$ cat src/rtl/order_tx.sv
// ---------------------------------------------------------------------------
// order_tx
//   Turns single-cycle trading decisions into 5-byte order frames on a
//   valid/ready byte stream. Qualifying decisions are queued in a small FIFO
//   and sent in arrival order. Each frame is:
//     0xA5 header, side (0x01 buy / 0x02 sell), price, sequence number,
//     XOR checksum of the four preceding bytes.
//
// Parameters
//   data_width : width of price and of each frame byte (only 8 is supported)
//   fifo_depth : order queue entries, power of 2 in the range 2..16
//
// Ports
//   clk         : single clock, everything on the rising edge
//   rst         : asynchronous active-high reset
//   data_valid  : decision strobe, one cycle per decision
//   buy_signal  : buy decision, qualified by data_valid
//   sell_signal : sell decision, qualified by data_valid
//   price       : price sample paired with the decision
//   tx_data     : current frame byte
//   tx_valid    : tx_data is valid
//   tx_ready    : downstream takes the byte when tx_valid && tx_ready
//   tx_last     : high with the final (checksum) byte
//   overflow    : one-cycle pulse when an order was dropped on a full queue
//   fifo_count  : number of queued orders, 0..fifo_depth
// ---------------------------------------------------------------------------
module order_tx #(
  parameter int data_width = 8,
  parameter int fifo_depth = 4
) (
  input  logic                          clk,
  input  logic                          rst,
  input  logic                          data_valid,
  input  logic                          buy_signal,
  input  logic                          sell_signal,
  input  logic [data_width-1:0]         price,
  output logic [data_width-1:0]         tx_data,
  output logic                          tx_valid,
  input  logic                          tx_ready,
  output logic                          tx_last,
  output logic                          overflow,
  output logic [$clog2(fifo_depth):0]   fifo_count
);

  localparam int addr_width  = $clog2(fifo_depth);
  localparam int count_width = addr_width + 1;

  localparam logic [2:0] IDLE  = 3'd0;
  localparam logic [2:0] HDR   = 3'd1;
  localparam logic [2:0] SIDE  = 3'd2;
  localparam logic [2:0] PRICE = 3'd3;
  localparam logic [2:0] SEQ   = 3'd4;
  localparam logic [2:0] CSUM  = 3'd5;

  localparam logic [data_width-1:0] HDR_BYTE  = data_width'('hA5);
  localparam logic [data_width-1:0] BUY_BYTE  = data_width'('h01);
  localparam logic [data_width-1:0] SELL_BYTE = data_width'('h02);

  logic [2:0]             state;
  logic                   push_req;
  logic                   push;
  logic                   pop;
  logic                   full;
  logic                   empty;
  logic [addr_width-1:0]  rd_ptr;
  logic [addr_width-1:0]  wr_ptr;
  logic [count_width-1:0] count;

  // The side is kept as a single bit (1 = sell) and expanded to a byte on the way out.
  logic                   side_mem  [fifo_depth];
  logic [data_width-1:0]  price_mem [fifo_depth];

  logic                   frame_sell;
  logic [data_width-1:0]  frame_price;
  logic [data_width-1:0]  seq;
  logic [data_width-1:0]  side_byte;
  logic [data_width-1:0]  csum_byte;

  // A decision only counts when exactly one of buy/sell is set. A pop frees
  // a slot in the same cycle, so a full queue can still take an order if the
  // FSM is popping the head at that moment.
  assign push_req = data_valid && (buy_signal != sell_signal);
  assign full     = (count == count_width'(fifo_depth));
  assign empty    = (count == '0);
  assign pop      = (state == IDLE) && !empty;
  assign push     = push_req && (!full || pop);

  // Queue storage needs no reset: an entry is only read after it was written.
  always_ff @(posedge clk) begin
    if (push) begin
      side_mem[wr_ptr]  <= sell_signal;
      price_mem[wr_ptr] <= price;
    end
  end

  // Pointers and occupancy. Depth is a power of two so the pointers wrap by
  // natural overflow.
  always_ff @(posedge clk or posedge rst) begin
    if (rst) begin
      wr_ptr <= '0;
      rd_ptr <= '0;
      count  <= '0;
    end else begin
      if (push) begin
        wr_ptr <= wr_ptr + addr_width'(1);
      end
      if (pop) begin
        rd_ptr <= rd_ptr + addr_width'(1);
      end
      count <= count + count_width'(push) - count_width'(pop);
    end
  end

  // Dropped orders are reported one cycle after the rejected decision.
  always_ff @(posedge clk or posedge rst) begin
    if (rst) begin
      overflow <= 1'b0;
    end else begin
      overflow <= push_req && full && !pop;
    end
  end

  // Frame sequencer. IDLE pops the head into the frame registers; every
  // other state holds its byte until the downstream accepts it. Passing
  // through IDLE after the checksum guarantees a gap cycle between frames.
  always_ff @(posedge clk or posedge rst) begin
    if (rst) begin
      state       <= IDLE;
      seq         <= '0;
      frame_sell  <= 1'b0;
      frame_price <= '0;
    end else begin
      case (state)
        IDLE: begin
          if (pop) begin
            frame_sell  <= side_mem[rd_ptr];
            frame_price <= price_mem[rd_ptr];
            state       <= HDR;
          end
        end
        HDR: begin
          if (tx_ready) begin
            state <= SIDE;
          end
        end
        SIDE: begin
          if (tx_ready) begin
            state <= PRICE;
          end
        end
        PRICE: begin
          if (tx_ready) begin
            state <= SEQ;
          end
        end
        SEQ: begin
          if (tx_ready) begin
            state <= CSUM;
          end
        end
        CSUM: begin
          if (tx_ready) begin
            state <= IDLE;
            seq   <= seq + data_width'(1);
          end
        end
        default: begin
          state <= IDLE;
        end
      endcase
    end
  end

  // Output bytes come straight from the state and the frame registers, which
  // are frozen while a byte is stalled, so tx_data/tx_last cannot change
  // until the byte is accepted. Reset forces IDLE and therefore zeros.
  assign side_byte = frame_sell ? SELL_BYTE : BUY_BYTE;
  assign csum_byte = HDR_BYTE ^ side_byte ^ frame_price ^ seq;

  always_comb begin
    tx_data = '0;
    case (state)
      HDR:     tx_data = HDR_BYTE;
      SIDE:    tx_data = side_byte;
      PRICE:   tx_data = frame_price;
      SEQ:     tx_data = seq;
      CSUM:    tx_data = csum_byte;
      default: tx_data = '0;
    endcase
  end

  assign tx_valid   = (state != IDLE);
  assign tx_last    = (state == CSUM);
  assign fifo_count = count;

endmodule
$ cat config.mk
export PLATFORM = sky130hd
export DESIGN_NAME = order_tx
export DESIGN_NICKNAME = d
export VERILOG_FILES = /design/src/rtl/order_tx.sv
export SDC_FILE = /design/constraint.sdc
export NUM_CORES = 1
export LEC_CHECK = 0
export CAP_MARGIN = 20
export CELL_PAD_IN_SITES_DETAIL_PLACEMENT = 1
export CELL_PAD_IN_SITES_GLOBAL_PLACEMENT = 2
export CORE_MARGIN = 4
export CORE_UTILIZATION = 37
export CTS_CLUSTER_DIAMETER = 200
export CTS_CLUSTER_SIZE = 30
export DETAILED_ROUTE_END_ITERATION = 12
export HOLD_SLACK_MARGIN = 0.05
export PLACE_DENSITY_LB_ADDON = 0.3
export REMOVE_ABC_BUFFERS = 1
export SLEW_MARGIN = 15
export SYNTH_ARGS = -nofsm -noshare
export SYNTH_HDL_FRONTEND = slang
export SYNTH_SLANG_ARGS = --single-unit
$ cat constraint.sdc
create_clock -name clk -period 2.3 [get_ports clk]
set_input_delay 0.46 -clock clk [delete_from_list [all_inputs] [get_ports clk]]
set_output_delay 0.46 -clock clk [all_outputs]
set_load 0.05 [all_outputs]
==> metrics, run 1 <==
RSZ-0062 raised after global routing no; critical path endpoint category flip-flop; VDD IR-drop max roughly 0.55 mV; Die X ~97 um; initial antenna violation count 0; max-slew violation count 0; final period utilization 0.9685; Post-synth top flop edfxtp_1; yosys warns 0; Via density 4.803; power per cell area 1484 nW/um^2; Async SR Flop Fraction 0.4375; run status finished, final reports clean; count of different cell masters after synthesis 46; final setup violation count 0; Post-synth EDFFs 36; Arr. time, crit path 2.44 ns; largest net degree at the start of global routing 29; Max Cap Viol 0; gr usage total 0.1227; Max Freq 448.9 MHz; Iter 0 DRT Violations 20; CTS tree built; final WL roughly 5.4 mm; CTS H-Tree Depth 3; worst reg2reg setup slack 0.07 ns; Detailed Place HPWL 3.867 mm; CP dominant cell by count ha_4; die area 9404 um^2; CTS buffer count 9; static leakage around 1.5 nW; Cell Area, Synth between 2000 and 3000 um^2; Root Driver clkbuf_8; Critical Path Start Type flip-flop; cts-stage hold buffer count 0; core area 7727 um^2; power share of the clock group 0.173; clk buf depth 2; first-pass GRT wire length 9.059 mm; critical path class flip-flop to flip-flop; Slew @ Worst Pin between 0.5 and 0.6 ns; CP required 2.52 ns; #FFs+latches synth 64; via count 1705; vias in the first global route 1793; Starting Density 0.3790; I/O pins 28; Final Hold Viols 0; syn avg cell area 14.57 um^2; clk_skew around 0.0074 ns; Final ANT Viol Nets 0; diodes inserted 0; post-synthesis sequential area ratio 0.6083; Routed WL per cell 15.17 um; number of port buffers 27; total global routing overflow 0; die height 96.98 um; First-pass DRT Iterations 4; final net count 270; Cell Chain, Critical Path or3_4 > buf_4 > nor2_8 > ha_4 > inv_4 > ha_4 > inv_2 > fa_2 > xnor2_2 > xnor2_1; worst skew pair latency between 0.3 and 0.4 ns; placer congestion estimate approximately 0.69; combinational power share 0.513; CP max stage cell or3_4; drc violations 0; fin util 0.4914; switch share 0.3865; sw power 0.002178 W; clock sinks 64; clock period minus worst slack 2.227 ns; crit-path max FO 2; worst hold path class input pin to asynchronous set/reset pin; sequential share of power 0.314; Rel. slew slack 0.6648; Int Pwr 0.003457 W; max incr delay on CP slightly above 0.4 ns; layout cells sized above 1 0.3202; Core Rows 32; area grow syn2layout 29.65%; Mapped Cells 201; setup TNS 0 ns; Clk pin slew, worst setup/hold paths 0.07 ns
## layer usage
| metal | up-vias | share of wire | track usage |
|---|---|---|---|
| met3 | 8 | 0.024 | 0.02812 |
| met4 | 0 | 0.015 | 0.04536 |
| met1 | 845 | 0.44 | 0.1538 |
| met2 | 18 | 0.52 | 0.2070 |
| met5 | - | 0 | 0 |
| li1 | 834 | - | - |
## through the flow
stage / setup WS (ns) / total power, W / hold WS, ns / std cells / area, um^2
floorplan: -0.4267 / 0.003504 / 0.4835 / 193 / 2882
global placement: -0.4033 / 0.004516 / 0.5227 / 338 / 3525
detailed placement: -0.4560 / 0.004578 / 0.5293 / 338 / 3525
CTS: 0.006303 / 0.005629 / 0.5067 / 355 / 3760
global route: 0.0004315 / 0.005996 / 0.5400 / 355 / 3797
finish: 0.07255 / 0.005635 / 0.4944 / 355 / 3797
## cell usage after synthesis (all sizes together) (2+ instances only)
library cell | n | area, um^2
nand2 | 16 | 62.56
buf | 6 | 40.04
mux4 | 9 | 202.7
a32o | 3 | 30.03
o21ai | 11 | 55.05
nand4 | 3 | 18.77
xor2 | 6 | 52.55
mux2 | 11 | 146.4
a22oi | 2 | 15.01
nor2b | 3 | 21.27
nor3 | 2 | 15.01
and2 | 5 | 31.28
edfxtp | 36 | 1081
xnor2 | 10 | 95.10
nand2b | 4 | 25.02
nor2 | 8 | 46.30
a21oi | 7 | 35.03
inv | 8 | 30.03
o21a | 2 | 15.01
ha | 7 | 87.58
clkbuf | 2 | 7.510
dfrtp | 28 | 700.7
## logic make-up (layout without fill, tap and decap cells)
kind of cell | Yosys count | count (layout) | share of synthesized area
muxes | 21 | 21 | 0.1226
AOI/OAI and AO/OA | 30 | 30 | 0.06493
DFF | 64 | 64 | 0.6083
xor gates and xnor gates | 16 | 16 | 0.05041
and+or+nand+nor | 46 | 46 | 0.09056
adders and majority gates | 8 | 8 | 0.03674
buffers and inverters | 16 | 68 | 0.02649
## power groups by stage
| stage | sequential [W] | clock, W | combinational [W] |
|---|---|---|---|
| 3_3_place_gp | 0.00178 | 0 | 0.00274 |
| 6_report | 0.00177 | 0.000974 | 0.00289 |
| 3_5_place_dp | 0.00179 | 0 | 0.00279 |
| 5_1_grt | 0.00181 | 0.00106 | 0.00312 |
| 4_1_cts | 0.00177 | 0.00100 | 0.00285 |
| 2_1_floorplan | 0.00192 | 0 | 0.00158 |
## placed cells by master, fill, tap and decap left out, types with 2 or more instances in the layout
| master | netlist | layout |
|---|---|---|
| xnor2_2 | 1 | 2 |
| edfxtp_1 | 36 | 36 |
| nand2b_2 | 0 | 2 |
| dfrtp_1 | 28 | 28 |
| xnor2_1 | 9 | 8 |
| ha_1 | 7 | 5 |
| clkdlybuf4s50_1 | 0 | 15 |
| inv_1 | 7 | 5 |
| and2_1 | 5 | 5 |
| a21oi_1 | 7 | 7 |
| nand4_1 | 3 | 3 |
| dlygate4sd2_1 | 0 | 2 |
| mux4_2 | 9 | 9 |
| buf_4 | 1 | 15 |
| xor2_1 | 6 | 6 |
| mux2_1 | 2 | 2 |
| inv_2 | 1 | 2 |
| o21ai_0 | 3 | 3 |
| a32o_1 | 3 | 3 |
| nand2b_1 | 4 | 2 |
| o21a_1 | 2 | 2 |
| clkbuf_8 | 0 | 9 |
| buf_12 | 0 | 12 |
| a22oi_1 | 2 | 2 |
| mux2_2 | 3 | 3 |
| nand2_1 | 15 | 15 |
| nor2b_2 | 1 | 2 |
| mux2_4 | 6 | 6 |
| ha_4 | 0 | 2 |
| clkinv_4 | 0 | 4 |
| nor2_1 | 7 | 7 |
| o21ai_1 | 8 | 8 |
## what timing repair did
item | in CTS | in global routing
resized for setup | 8 | 8
endpoints found under the hold margin | 0 | 0
buffers inserted | 1 | 0
pin swaps | 6 | 5
setup endpoints to repair | 1 | 4
## registers in the layout, summed over array words and instances, names as in the netlist
| name | flops |
|---|---|
| price_mem | 32 |
| frame_price | 8 |
| frame_sell | 1 |
| side_mem | 4 |
| overflow | 1 |
| wr_ptr | 2 |
| rd_ptr | 2 |
| fifo_count | 3 |
| state | 3 |
| seq | 8 |
## path summary, 6_finish.rpt
path,from,to,depth (start not counted)
worst max-delay path,state[2]$_DFFE_PP0P_,fifo_count[2]$_DFF_PP0_,10
min in group clk,buy_signal,overflow$_DFF_PP0_,4
max in group asynchronous,rst,frame_sell$_DFFE_PP0P_,3
worst max register to register,state[2]$_DFFE_PP0P_,fifo_count[2]$_DFF_PP0_,10
worst min register to register,seq[6]$_DFFE_PP0P_,seq[6]$_DFFE_PP0P_,1
worst min-delay path,rst,seq[7]$_DFFE_PP0P_,3
## worst max-delay path, delay by kind of cell, from the launching register on
kind | cells | cell delay, ns
AND/OR/NAND/NOR | 2 | 0.53
flip-flops | 1 | 0.39
adder cells (fa/ha/maj) | 3 | 0.68
buffers and inverters | 3 | 0.25
XOR/XNOR | 2 | 0.27
## cell type report
cell class	instances	area, um^2
Clock buffer	9	123.9
Clock inverter	7	81.33
Fill cell	754	3930
Inverter	8	32.53
Multi-Input combinational cell	121	1130
Sequential cell	64	1782
Tap cell	102	127.6
Timing Repair Buffer	44	520.5
(Power assumes the default switching activity.)
==> run 2, diff against run 1 <==
--- a/config.mk
+++ b/config.mk
@@ -9,7 +9,8 @@
 export CELL_PAD_IN_SITES_DETAIL_PLACEMENT = 1
 export CELL_PAD_IN_SITES_GLOBAL_PLACEMENT = 2
 export CORE_MARGIN = 4
-export CORE_UTILIZATION = 37
+export CORE_UTILIZATION = 38
+export CTS_BUF_LIST = sky130_fd_sc_hd__clkbuf_4
 export CTS_CLUSTER_DIAMETER = 200
 export CTS_CLUSTER_SIZE = 30
 export DETAILED_ROUTE_END_ITERATION = 12
==> run 2 against run 1 <==
  * Clock power is 19% lower
  * Clock skew is 0.0042 ns higher
  * Combinational power is 2% higher
  * Worst setup slack worse by 0.037 ns
  * Routed wire length is 5.4% higher
  * Die area is 2.4% lower
  * Power is 1.6% lower
  * Largest cell class unchanged
  * Largest power group unchanged
==> metrics, run 2 (synthesis results as in run 1) <==
crit-path max FO 2; max reg flops 32; final net count 267; run status finished, final reports clean; static leakage around 1.5 nW; Int Pwr approximately 0.0033 W; power share of the clock group 0.143; switch share 0.4004; Starting Density 0.3975; Iter 0 DRT Violations 63; Fillers 733; placed insts 333; Critical Path Start Type flip-flop; largest net degree at the start of global routing 29; post-route total power 0.005544 W; worst hold path class input pin to asynchronous set/reset pin; RSZ-0062 raised after global routing yes; worst reg2reg path startpoint state[1]$_DFFE_PP0P_; placer congestion estimate 0.7265; worst skew pair latency 0.41 ns; sw power 0.002219 W; I/O pins 28; initial antenna violation count 0; gr usage total 0.1389; clk buf depth 2; Arr. time, crit path about 2.6 ns; VDD IR-drop max about 0.56 mV; commonest non-fill, non-tap cell in the layout edfxtp_1; first-pass GRT wire length 9.363 mm; Root Driver clkbuf_4; Critical Path Start state[1]$_DFFE_PP0P_; die area 9177 um^2; Via density 5.011; Rel. slew slack 0.6582; total global routing overflow 0; most frequent cells in the layout edfxtp_1 (36), dfrtp_1 (28), clkdlybuf4s50_1 (16), nand2_1 (15), buf_12 (13); Final Hold Viols 0; Core Rows 31; critical path endpoint category flip-flop; number of port buffers 27; vias in the first global route about 1.8k; final period utilization 0.9846; biggest regs price_mem x32, frame_price x8, seq x8; Largest Register price_mem; CTS buffer count 9; CTS tree built; sequential share of power 0.322; clk_skew 0.01157 ns; Max Cap Viol 0; critical path class flip-flop to flip-flop; Slew @ Worst Pin 0.5119 ns; power per cell area 1471 nW/um^2; setup TNS 0 ns; clock period minus worst slack between 2 and 2.5 ns; Die X 95.80 um; core area 7370 um^2; final setup violation count 0; max incr delay on CP 0.41 ns; clock sinks 64; Cell Chain, Critical Path or3_4 > nand3_4 > and2b_4 > inv_2 > ha_4 > inv_2 > ha_4 > inv_2 > fa_2 > xnor2_2 > xnor2_1; CTS H-Tree Depth 3; combinational power share 0.535; CP max stage cell or3_4; Clk pin slew, worst setup/hold paths roughly 0.12 ns; Final ANT Viol Nets 0; drc violations 0; Detailed Place HPWL 3.943 mm; CP dominant cell by count inv_2; final WL approximately 5.7 mm; die height 95.80 um; layout cells sized above 1 0.3320; Non-Filler Instances 349; Routed WL per cell 16.26 um; CP required 2.60 ns; Max Freq 441.6 MHz; area grow syn2layout 28.71%; First-pass DRT Iterations 4; via count ~1.7k; diodes inserted 0; max-slew violation count 0; cts-stage hold buffer count 0
run 2: changes by cell type in the layout (fill, tap and decap cells not counted), sizes merged:
cell | previous run | this run
clkdlybuf4s50 | 15 | 16
buf | 27 | 24
inv | 9 | 10
clkinvlp | 0 | 1
clkinv | 5 | 3
dlymetal6s2s | 0 | 1
dlygate4sd2 | 2 | 0
run 2: worst max-delay path, delay by kind of cell (launching register included):
| family | cells | cell delay (ns) |
|---|---|---|
| xor+xnor | 2 | 0.28 |
| simple gates | 3 | 0.66 |
| flops | 1 | 0.39 |
| fa+ha+maj | 3 | 0.69 |
| buf+inv | 3 | 0.14 |
run 2: metal layers:
metal	vias to the layer above	share of wire	wire length [um]	track usage
li1	829	-	-	-
met1	885	0.44	2509	0.1730
met2	26	0.51	2889	0.2299
met3	9	0.034	192	0.03831
met4	0	0.015	85	0.05332
met5	-	0	0	0
run 2: timing repair:
item,CTS,global route
endpoints found under the setup margin,6,10
setup buffers,0,0
gates resized for setup,12,11
pin swaps,4,1
run 2: cell type report:
class / count / area [um^2] / share of cell area
clock buffer: 9 / 67.56 / 0.01792
sequential: 64 / 1782 / 0.4726
timing repair buffer: 41 / 523.0 / 0.1387
tap: 99 / 123.9 / 0.03286
inverter: 8 / 30.03 / 0.007965
clock inverter: 7 / 80.08 / 0.02124
multi-input combinational: 121 / 1164 / 0.3087
run 2: path summary, 6_finish.rpt:
path	cells after the start	slack [ns]	end
max	11	0.04	fifo_count[2]$_DFF_PP0_
min	3	0.41	seq[7]$_DFFE_PP0P_
max reg2reg	11	0.04	fifo_count[2]$_DFF_PP0_
min reg2reg	1	0.55	seq[5]$_DFFE_PP0P_
max in group asynchronous	3	1.60	frame_price[2]$_DFFE_PP0P_
min in group clk	1	0.55	seq[5]$_DFFE_PP0P_
run 2: per-stage QoR:
stage / utilization / worst slack [ns] / instance area (um^2) / hold WS (ns)
3_5_place_dp: 0.4774 / -0.4771 / 3518 / 0.5357
4_1_cts: 0.5053 / -0.005704 / 3724 / 0.4088
6_report: 0.5115 / 0.03542 / 3770 / 0.4143
2_1_floorplan: - / -0.4267 / 2882 / 0.4835
3_3_place_gp: 0.4774 / -0.4005 / 3518 / 0.5210
5_1_grt: 0.5115 / -0.05881 / 3770 / 0.4676
run 2: power groups by stage:
stage	registers, W	logic, W	clock network (W)
2_1_floorplan	0.00192	0.00158	0
3_3_place_gp	0.00178	0.00274	0
3_5_place_dp	0.00180	0.00279	0
4_1_cts	0.00178	0.00292	0.000827
5_1_grt	0.00183	0.00321	0.000888
6_report	0.00179	0.00296	0.000793
